==> src/rtl/fetch_queue_pkg.sv <==
// fetch_queue_pkg
// Shared definitions for the instruction-fetch queue:
//   XLEN_DEF     - default address/PC width
//   RESET_PC_DEF - default fetch address after reset
//   NOP_INST     - canonical RV32 NOP (addi x0, x0, 0)
//   fetch_entry_t - one queue entry {pc, inst, filled}
package fetch_queue_pkg;

  localparam int          XLEN_DEF     = 32;
  localparam logic [31:0] RESET_PC_DEF = 32'h0000_0000;
  localparam logic [31:0] NOP_INST     = 32'h0000_0013;

  typedef struct packed {
    logic [XLEN_DEF-1:0] pc;
    logic [31:0]         inst;
    logic                filled;
  } fetch_entry_t;

endpackage

==> src/rtl/fetch_queue_if.sv <==
// fetch_queue_if
// Bundles the fetch front-end channels:
//   imem request  : imem_req_valid/imem_req_addr (out of the queue), imem_req_ready (in)
//   imem response : imem_resp_valid/imem_resp_data (in, in request order)
//   redirect      : redirect_valid/redirect_pc (in)
//   dequeue       : deq_valid/deq_pc/deq_inst (out), deq_ready (in)
// master = the fetch queue, slave = the environment (memory + decode).
interface fetch_queue_if
  import fetch_queue_pkg::*;
#(
  parameter int XLEN = XLEN_DEF
);
  logic            imem_req_valid;
  logic [XLEN-1:0] imem_req_addr;
  logic            imem_req_ready;
  logic            imem_resp_valid;
  logic [31:0]     imem_resp_data;
  logic            redirect_valid;
  logic [XLEN-1:0] redirect_pc;
  logic            deq_valid;
  logic [XLEN-1:0] deq_pc;
  logic [31:0]     deq_inst;
  logic            deq_ready;

  modport master (
    output imem_req_valid, imem_req_addr,
    input  imem_req_ready,
    input  imem_resp_valid, imem_resp_data,
    input  redirect_valid, redirect_pc,
    output deq_valid, deq_pc, deq_inst,
    input  deq_ready
  );

  modport slave (
    input  imem_req_valid, imem_req_addr,
    output imem_req_ready,
    output imem_resp_valid, imem_resp_data,
    output redirect_valid, redirect_pc,
    input  deq_valid, deq_pc, deq_inst,
    output deq_ready
  );
endinterface

==> src/rtl/fetch_queue_ptr.sv <==
// fetch_queue_ptr
// Wrap-around queue pointer. The extra MSB (PW = log2(DEPTH)+1) lets the
// owner tell a full queue from an empty one.
//   clk, rst  - clock, asynchronous active-high reset (pointer -> 0)
//   inc       - advance by one
//   load      - load load_val (takes precedence over inc)
//   ptr       - current pointer value
module fetch_queue_ptr #(
  parameter int PW = 3
) (
  input  logic          clk,
  input  logic          rst,
  input  logic          inc,
  input  logic          load,
  input  logic [PW-1:0] load_val,
  output logic [PW-1:0] ptr
);

  always_ff @(posedge clk or posedge rst) begin
    if (rst)       ptr <= '0;
    else if (load) ptr <= load_val;
    else if (inc)  ptr <= ptr + PW'(1);
  end

endmodule

==> src/rtl/fetch_queue.sv <==
// fetch_queue
// Decoupled instruction-fetch front end. Issues sequential word-aligned
// fetch addresses, reserves one entry per request, fills entries from
// in-order responses and hands {pc, inst} to decode. A redirect empties the
// queue and discards every response still in flight.
//   clk, rst   - clock, asynchronous active-high reset
//   bus        - fetch_queue_if.master (imem request/response, redirect, dequeue)
// Optional (FETCH_QUEUE_STATS_EN defined): saturating 32-bit counters
//   stat_flush_cnt - redirects seen
//   stat_drop_cnt  - responses discarded
//   stat_stall_cnt - cycles with the queue full and nothing to dequeue
module fetch_queue
  import fetch_queue_pkg::*;
#(
  parameter int              XLEN     = XLEN_DEF,
  parameter int              DEPTH    = 4,
  parameter logic [XLEN-1:0] RESET_PC = RESET_PC_DEF
) (
  input  logic        clk,
  input  logic        rst,
`ifdef FETCH_QUEUE_STATS_EN
  output logic [31:0] stat_flush_cnt,
  output logic [31:0] stat_drop_cnt,
  output logic [31:0] stat_stall_cnt,
`endif
  fetch_queue_if.master bus
);

  localparam int IW = $clog2(DEPTH);
  localparam int PW = IW + 1;

  logic [PW-1:0]   alloc_ptr, fill_ptr, head_ptr;
  logic [PW-1:0]   reserved, outstanding, drop_cnt;
  logic [XLEN-1:0] fetch_pc;
  logic [XLEN-1:0] pc_mem   [DEPTH];
  logic [31:0]     inst_mem [DEPTH];
  logic [DEPTH-1:0] filled_q;
  fetch_entry_t    head_e;

  logic redir, req_valid, req_fire, drop_any, resp_take, resp_drop;
  logic deq_valid_w, deq_fire;

  assign redir       = bus.redirect_valid;
  assign reserved    = alloc_ptr - head_ptr;
  assign outstanding = alloc_ptr - fill_ptr;
  assign drop_any    = (drop_cnt != '0);

  assign req_valid = !redir && (reserved < PW'(DEPTH));
  assign req_fire  = req_valid && bus.imem_req_ready;

  // A response is consumed only when no stale responses remain to be
  // skipped; during a redirect it is always stale.
  assign resp_take = bus.imem_resp_valid && !drop_any && !redir;
  assign resp_drop = bus.imem_resp_valid && (drop_any || redir);

  assign head_e = '{pc:     XLEN_DEF'(pc_mem[head_ptr[IW-1:0]]),
                    inst:   inst_mem[head_ptr[IW-1:0]],
                    filled: filled_q[head_ptr[IW-1:0]]};

  assign deq_valid_w = head_e.filled && (head_ptr != fill_ptr);
  assign deq_fire    = deq_valid_w && bus.deq_ready && !redir;

  assign bus.imem_req_valid = req_valid;
  assign bus.imem_req_addr  = fetch_pc;
  assign bus.deq_valid      = deq_valid_w;
  // Gate with valid so the head view reads as zero out of reset, where the
  // payload storage itself is never initialised.
  assign bus.deq_pc         = deq_valid_w ? XLEN'(head_e.pc) : '0;
  assign bus.deq_inst       = deq_valid_w ? head_e.inst : '0;

  // On redirect all three pointers collapse onto alloc_ptr (queue empty).
  fetch_queue_ptr #(.PW(PW)) u_alloc_ptr (
    .clk(clk), .rst(rst), .inc(req_fire), .load(redir),
    .load_val(alloc_ptr), .ptr(alloc_ptr)
  );
  fetch_queue_ptr #(.PW(PW)) u_fill_ptr (
    .clk(clk), .rst(rst), .inc(resp_take), .load(redir),
    .load_val(alloc_ptr), .ptr(fill_ptr)
  );
  fetch_queue_ptr #(.PW(PW)) u_head_ptr (
    .clk(clk), .rst(rst), .inc(deq_fire), .load(redir),
    .load_val(alloc_ptr), .ptr(head_ptr)
  );

  always_ff @(posedge clk or posedge rst) begin
    if (rst) begin
      fetch_pc <= RESET_PC;
      drop_cnt <= '0;
      filled_q <= '0;
    end else begin
      if (redir)         fetch_pc <= bus.redirect_pc & ~XLEN'(3);
      else if (req_fire) fetch_pc <= fetch_pc + XLEN'(4);

      // Everything still in flight becomes stale; a response arriving in
      // this very cycle is already one of them, hence the subtraction.
      if (redir)
        drop_cnt <= drop_cnt + outstanding - PW'(bus.imem_resp_valid);
      else if (bus.imem_resp_valid && drop_any)
        drop_cnt <= drop_cnt - PW'(1);

      if (req_fire)  filled_q[alloc_ptr[IW-1:0]] <= 1'b0;
      if (resp_take) filled_q[fill_ptr[IW-1:0]]  <= 1'b1;
    end
  end

  // Entry payload: written only, never reset.
  always_ff @(posedge clk) begin
    if (req_fire)  pc_mem[alloc_ptr[IW-1:0]]  <= fetch_pc;
    if (resp_take) inst_mem[fill_ptr[IW-1:0]] <= bus.imem_resp_data;
  end

`ifdef FETCH_QUEUE_STATS_EN
  function automatic logic [31:0] sat_inc(input logic [31:0] v);
    return (v == 32'hFFFF_FFFF) ? v : v + 32'd1;
  endfunction

  always_ff @(posedge clk or posedge rst) begin
    if (rst) begin
      stat_flush_cnt <= '0;
      stat_drop_cnt  <= '0;
      stat_stall_cnt <= '0;
    end else begin
      if (redir)     stat_flush_cnt <= sat_inc(stat_flush_cnt);
      if (resp_drop) stat_drop_cnt  <= sat_inc(stat_drop_cnt);
      if ((reserved == PW'(DEPTH)) && !deq_valid_w)
        stat_stall_cnt <= sat_inc(stat_stall_cnt);
    end
  end
`endif

endmodule
==> src/flat_wrapper.sv <==
// flat-port wrapper written by rule: the top's interface ports become plain ports
module fetch_queue_flat import fetch_queue_pkg::*;
#(
  parameter int              XLEN     = XLEN_DEF,
  parameter int              DEPTH    = 4,
  parameter logic [XLEN-1:0] RESET_PC = RESET_PC_DEF
)
  (clk, rst, bus_imem_req_valid, bus_imem_req_addr, bus_imem_req_ready, bus_imem_resp_valid, bus_imem_resp_data, bus_redirect_valid, bus_redirect_pc, bus_deq_valid, bus_deq_pc, bus_deq_inst, bus_deq_ready);
  fetch_queue_if #(.XLEN(XLEN)) bus_i ();
  input  logic clk;
  input  logic rst;
  output wire logic [$bits(bus_i.imem_req_valid)-1:0] bus_imem_req_valid;
  output wire logic [$bits(bus_i.imem_req_addr)-1:0] bus_imem_req_addr;
  input wire logic [$bits(bus_i.imem_req_ready)-1:0] bus_imem_req_ready;
  input wire logic [$bits(bus_i.imem_resp_valid)-1:0] bus_imem_resp_valid;
  input wire logic [$bits(bus_i.imem_resp_data)-1:0] bus_imem_resp_data;
  input wire logic [$bits(bus_i.redirect_valid)-1:0] bus_redirect_valid;
  input wire logic [$bits(bus_i.redirect_pc)-1:0] bus_redirect_pc;
  output wire logic [$bits(bus_i.deq_valid)-1:0] bus_deq_valid;
  output wire logic [$bits(bus_i.deq_pc)-1:0] bus_deq_pc;
  output wire logic [$bits(bus_i.deq_inst)-1:0] bus_deq_inst;
  input wire logic [$bits(bus_i.deq_ready)-1:0] bus_deq_ready;
  assign bus_imem_req_valid = bus_i.imem_req_valid;
  assign bus_imem_req_addr = bus_i.imem_req_addr;
  assign bus_i.imem_req_ready = bus_imem_req_ready;
  assign bus_i.imem_resp_valid = bus_imem_resp_valid;
  assign bus_i.imem_resp_data = bus_imem_resp_data;
  assign bus_i.redirect_valid = bus_redirect_valid;
  assign bus_i.redirect_pc = bus_redirect_pc;
  assign bus_deq_valid = bus_i.deq_valid;
  assign bus_deq_pc = bus_i.deq_pc;
  assign bus_deq_inst = bus_i.deq_inst;
  assign bus_i.deq_ready = bus_deq_ready;
  fetch_queue #(.XLEN(XLEN), .DEPTH(DEPTH), .RESET_PC(RESET_PC)) u_core (.clk(clk), .rst(rst), .bus(bus_i));
endmodule
==> config.mk <==
export PLATFORM = sky130hd
export DESIGN_NAME = fetch_queue_flat
export DESIGN_NICKNAME = d
export VERILOG_FILES = /design/src/rtl/fetch_queue_pkg.sv /design/src/rtl/fetch_queue_if.sv /design/src/rtl/fetch_queue_ptr.sv /design/src/rtl/fetch_queue.sv /design/src/flat_wrapper.sv
export SDC_FILE = /design/constraint.sdc
export NUM_CORES = 1
export LEC_CHECK = 0
export CORE_ASPECT_RATIO = 1.5
export CORE_MARGIN = 8
export CORE_UTILIZATION = 55
export DETAILED_ROUTE_END_ITERATION = 10
export PLACE_DENSITY = 0.89
export SYNTH_ARGS = -nofsm -noshare
export SYNTH_HDL_FRONTEND = slang
export SYNTH_SLANG_ARGS = --single-unit
==> constraint.sdc <==
create_clock -name clk -period 9.1 [get_ports clk]
set_clock_uncertainty 0.2 [all_clocks]
set_input_delay 2.275 -clock clk [delete_from_list [all_inputs] [get_ports clk]]
set_output_delay 2.275 -clock clk [all_outputs]
set_load 0.03 [all_outputs]
==> out/metrics.yaml, run 1 <==
status: "finished clean"
post-route-worst-setup-slack_ns: 2.626
ioPinCount: 168
yosysWarnings: 0
wire_per_inst_microns: 22.44
seq_power_share_pct: 36.0
ctsRootBufferMaster: "clkbuf_16"
start_util_pct: 55.72
setup_tns_ns: 0
num-fill-cells: 1454
worstSetupPathType: "in -> out"
ys_ff_latch: 294
antenna_found_initial: 0
postRouteAntennaNets: 0
powerDensity_nw_per_um2: 333.4
cts_resized: 0
p_leak_nw: 5.149
diodes: 0
comb_power_share_pct: 42.5
syn_inst: 742
yosysTopAreaCellShare_pct: 59.94
clk_path_buf_depth: 3
yosysMostFrequentCell: "edfxtp_1"
fmax_mhz: 154.5
clock_latency_ns: 0.53
worst_slew_pin_slew_ns: 1.205
grt_pass1_vias: 7584
grt_max_degree: 69
dp_slack_ns: 2.633
fin_nets: 987
syn_area_sq_um: 12420
rsz0062_at_grt: "no"
cts_tree: "done"
grt_overflow: 0
dieArea_sq_um: 27750
power_frac_clock_pct: 21.5
async_flop_share_pct: 15.65
synth_cell_types: 52
drive_gt1_share_pct: 14.47
path_cells: "clkdlybuf4s50_1 -> buf_4 -> inv_1 -> and2_1 -> clkdlybuf4s50_1"
clk_pin_slew_ns: 0.06
cts_buffers: 26
period_share_pct: 71.14
viasPerCell: 6.028
fp-row-count: 67
setup_viol: 0
switching_share_pct: 36.73
switching_power_mw: 1.854
slowest_stage: "clkdlybuf4s50_1"
path_common_cell: "clkdlybuf4s50_1"
finalMaxSlewViolations: 0
finalHoldViolCount: 0
multi_input_area_sq_um: 3567
cellInternalPower_mw: 3.193
track_usage_pct: 19.36
postCtsHoldBufs: 0
slew_headroom_pct: 17.94
end_kind: "primary output"
finalWirelength_microns: 26810
syn_to_final_growth_pct: 21.84
drt_iter0_drc: 562
hold_class: "reg -> reg"
dpl.hpwl_microns: 17080
slowest_delay_ns: 0.59
vias: 7204
fp.dieH_microns: 200.1
seq_area_sq_um: 8606
cp_max_fo: 50
first_pass_iters: 5
ys_top_cells_by_area: "edfxtp_1 60%, mux4_2 11%, dfrtp_1 9.3%"
syn_area_per_cell_sq_um: 16.74
vdd_drop_max_mv: 0.2778
cp_data_arrival_time_ns: 4.00
startpoint_type: "input pin"
yosys.area.top_type: "edfxtp_1"
core-area_sq_um: 22300
port_buffers: 161
grt_pass1_wl_microns: 42340
yosys-top-cells-count: "248 x edfxtp_1, 68 x and2_1, 63 x mux4_2"
cts-htree-levels: 1
routabilityCongestion: 0.8081
cts_setup_buffers: 0
fp.dieW_microns: 138.7
synth-edff-count: 248
critPathRequiredTime_ns: 6.63
min_period_ns: 6.474
maxCapViolCount: 0
drc: 0
clock_sinks: 294
ys_seq_area_share_pct: 69.20
synth_ff_type: "edfxtp_1"
registers in the layout (all words and copies together), names as in the netlist:
| register | count |
|---|---|
| u_core.inst_mem | 128 |
| u_core.pc_mem | 120 |
| u_core.bus.imem_req_addr | 30 |
| u_core.filled_q | 4 |
| u_core.drop_cnt | 3 |
| u_core.u_alloc_ptr.ptr | 3 |
| u_core.u_fill_ptr.ptr | 3 |
| u_core.u_head_ptr.ptr | 3 |
power groups by stage:
stage	logic [mW]	registers, mW	clock network (mW)
final	2.14	1.82	1.09
after global routing	2.29	1.84	1.15
after CTS	2.17	1.82	1.10
after detailed placement	2.16	1.85	0
after global placement	2.13	1.84	0
after floorplan	1.44	1.76	0
worst paths after layout:
check | from | endpoint | slack, ns | depth (start not counted)
min reg2reg | u_core.drop_cnt[2] | u_core.drop_cnt[2] | 0.31 | 1
min | u_core.drop_cnt[2] | u_core.drop_cnt[2] | 0.31 | 1
max in group asynchronous | rst | u_core.u_head_ptr.ptr[1] | 5.82 | 2
max reg2reg | u_core.u_head_ptr.ptr[1] | u_core.pc_mem[1][22] | 5.12 | 6
min in group asynchronous | rst | u_core.drop_cnt[1] | 2.13 | 2
max | bus_redirect_valid | bus_imem_req_valid | 2.63 | 5
area by class of cell:
cell class              count  share of cell area, %
clock buffers              39                  5.091
inverters                  24                 0.5951
clock inverters             9                 0.5290
well taps                 276                  2.281
multi-input cells         383                  23.56
repair buffers            170                  11.09
flip-flops and latches    294                  56.85
through the flow:
stage               util (%)  instances  area (sq um)  total power [mW]  hold WS, ns
floorplan                  -        745         12440             3.193       0.2566
global placement       64.07       1147         14290             3.962       0.2714
detailed placement     64.07       1147         14290             4.008       0.2997
CTS                    67.89       1195         15140             5.095       0.3128
global route           67.89       1195         15140             5.280       0.3219
finish                 67.89       1195         15140             5.047       0.3115
logic make-up after synthesis:
group	synth area share, %
flip-flops	69.20
AND/OR/NAND/NOR	9.406
AO/OA/AOI/OAI	3.877
multiplexers	11.94
buffers and inverters	2.356
adder cells (fa/ha/maj)	2.054
XOR/XNOR	1.128
other	0.03018
per-layer routing:
metal / up-vias / wire length [microns] / track usage (%)
li1: 3195 / - / -
met1: 3651 / 10450 / 23.96
met2: 318 / 14050 / 34.17
met3: 40 / 1729 / 3.547
met4: 0 / 583 / 6.242
met5: - / 0 / 0
cell usage in the layout, fill, tap and decap left out, drive strengths merged, types with 5 or more instances in the layout:
cell type,netlist,final
buf,17,9
and3,7,7
xor2,6,6
or4,15,15
mux4,63,63
nor2,27,27
clkinv,0,5
o31ai,10,10
and2,68,68
xnor2,10,10
ha,14,14
o21ai,10,10
nand3,22,22
o311ai,7,7
clkdlybuf4s50,0,161
a31oi,13,13
edfxtp,248,248
nand2,34,34
inv,24,25
nand4,12,12
a21oi,8,8
clkbuf,27,39
dfrtp,46,46
o211ai,9,9
critical path: cells and delay by family:
kind	cells	cell delay [ns]
buffers and inverters	4	1.56
and+or+nand+nor	1	0.16
Power figures use the tool's default switching activity.
==> run 2: changes to the inputs <==
==> constraint.sdc (replaced) <==
create_clock -name clk -period 6.46 [get_ports clk]
set_clock_uncertainty 0.2 [all_clocks]
set_input_delay 1.615 -clock clk [delete_from_list [all_inputs] [get_ports clk]]
set_output_delay 1.615 -clock clk [all_outputs]
set_load 0.03 [all_outputs]
==> out/metrics.yaml, run 2 (same netlist as run 1, synthesis figures left out) <==
slew_headroom_pct: 19.11  # +1.2 points
instances_no_fill: 1196  # +0.084%
diodes: 0  # unchanged
fp.dieW_microns: 138.7  # unchanged
cts_buffers: 26  # unchanged
final_util_pct: 68.15  # +0.26 points
viasPerCell: 6.030  # about the same
start_util_pct: 55.72  # unchanged
whs_ns: 0.2960  # -0.01550 ns
postRouteAntennaNets: 0  # unchanged
critPathRequiredTime_ns: 4.64  # -1.99 ns
fp-row-count: 67  # unchanged
setup_tns_ns: 0  # unchanged
core-area_sq_um: 22300  # unchanged
worst_slew_pin_slew_ns: 1.188  # -0.01714 ns
wire_per_inst_microns: 22.19  # -1.1%
grt_pass1_wl_microns: 42210  # -0.31%
port_buffers: 161  # unchanged
worstSetupPathType: "reg -> out"
drt_iter0_drc: 574  # +2.1%
period_share_pct: 81.65
powerDensity_nw_per_um2: 473.2  # +42%
dpl.hpwl_microns: 17310  # +1.3%
drive_gt1_share_pct: 14.78  # +0.31 points
rsz0062_at_grt: "no"
status: "finished clean"
end_kind: "primary output"
most-common-layout-cells: "248 x edfxtp_1, 160 x clkdlybuf4s50_1, 65 x and2_1"
hold_class: "reg -> reg"
final_cell_area_sq_um: 15200  # +0.39%
final_common_cell: "edfxtp_1"
vdd_drop_max_mv: 0.3948  # +42%
finalWirelength_microns: 26540  # -1.0%
dieArea_sq_um: 27750  # unchanged
fp.dieH_microns: 200.1  # unchanged
seq_area_sq_um: 8606  # unchanged
largest_reg_flops: 128  # unchanged
grt_pass1_vias: 7522  # -0.82%
cts_setup_buffers: 0  # unchanged
cts_resized: 0  # unchanged
vias: 7212  # +0.11%
track_usage_pct: 19.28  # -0.076 points
startpoint_type: "flip-flop"
cp_data_arrival_time_ns: 3.46  # -0.54 ns
postCtsHoldBufs: 0  # unchanged
clk_pin_slew_ns: 0.07  # about the same
dp.cells: 1149  # +0.17%
power.total_mw: 7.191  # +42%
dp_slack_ns: 1.633  # -1.000 ns
min_period_ns: 5.274
fmax_mhz: 189.6
clk_path_buf_depth: 3  # unchanged
clock_latency_ns: 0.52  # about the same
cp_max_fo: 51  # +2.0%
p_leak_nw: 5.177  # +0.54%
dpl_cell_area_sq_um: 14300  # about the same
ioPinCount: 168  # unchanged
cts_tree: "done"
syn_to_final_growth_pct: 22.32
ctsRootBufferMaster: "clkbuf_16"
grt_max_degree: 52  # -25%
cts-htree-levels: 1  # unchanged
setup_viol: 0  # unchanged
drc: 0  # unchanged
num-fill-cells: 1461  # +0.48%
finalMaxSlewViolations: 0  # unchanged
post-route-worst-setup-slack_ns: 1.186  # -1.440 ns
grt_overflow: 0  # unchanged
finalHoldViolCount: 0  # unchanged
fin_nets: 989  # +0.20%
maxCapViolCount: 0  # unchanged
routabilityCongestion: 0.7838  # -3.0%
clock_sinks: 294  # unchanged
first_pass_iters: 5  # unchanged
multi_input_area_sq_um: 3567  # unchanged
antenna_found_initial: 0  # unchanged
[run 2: changes by cell type in the layout (fill, tap and decap cells not counted), sizes merged]
cell	delta
bufinv	+3
clkbuf	-7
clkinv	+3
clkinvlp	+1
clkdlybuf4s50	-1
buf	+3
inv	-1
[run 2: area by class of cell]
type	count	share of cell area (%)
multi-input cells	383	23.47
clock buffers	32	4.701
repair buffers	172	11.13
inverters	24	0.5928
clock inverters	15	1.202
well taps	276	2.272
flip-flops and latches	294	56.63
[run 2: critical path: stages (launching register included)]
cell and delay [ns]:
dfrtp_4 0.66, buf_4 0.84, mux4_2 0.63, and2_1 0.18, clkdlybuf4s50_1 0.62
[run 2: layer usage]
layer / GRT usage (%) / routed length, microns / up-vias
met5: 0 / 0 / -
met4: 6.977 / 788 / 0
met3: 3.666 / 1980 / 51
met2: 33.99 / 13870 / 343
met1: 23.52 / 9904 / 3619
li1: - / - / 3199
[run 2: path summary, 6_finish.rpt]
kind	startpoint	end	slack [ns]	cells after the start
max reg2reg	u_core.u_head_ptr.ptr[0]	u_core.pc_mem[1][14]	2.34	6
max	u_core.u_head_ptr.ptr[0]	bus_deq_pc[29]	1.19	4
min reg2reg	u_core.drop_cnt[2]	u_core.drop_cnt[2]	0.30	1
min	u_core.drop_cnt[2]	u_core.drop_cnt[2]	0.30	1
max in group asynchronous	rst	u_core.u_head_ptr.ptr[0]	3.84	2
min in group asynchronous	rst	u_core.u_head_ptr.ptr[1]	1.48	2
[run 2: power breakdown]
group	total, mW	internal [mW]	switching [mW]	leakage, nW
Sequential	2.49	2.29	0.203	2.78
Clock	1.60	0.946	0.657	0.432
Combinational	3.10	1.35	1.75	1.97
Total	7.19	4.58	2.61	5.18
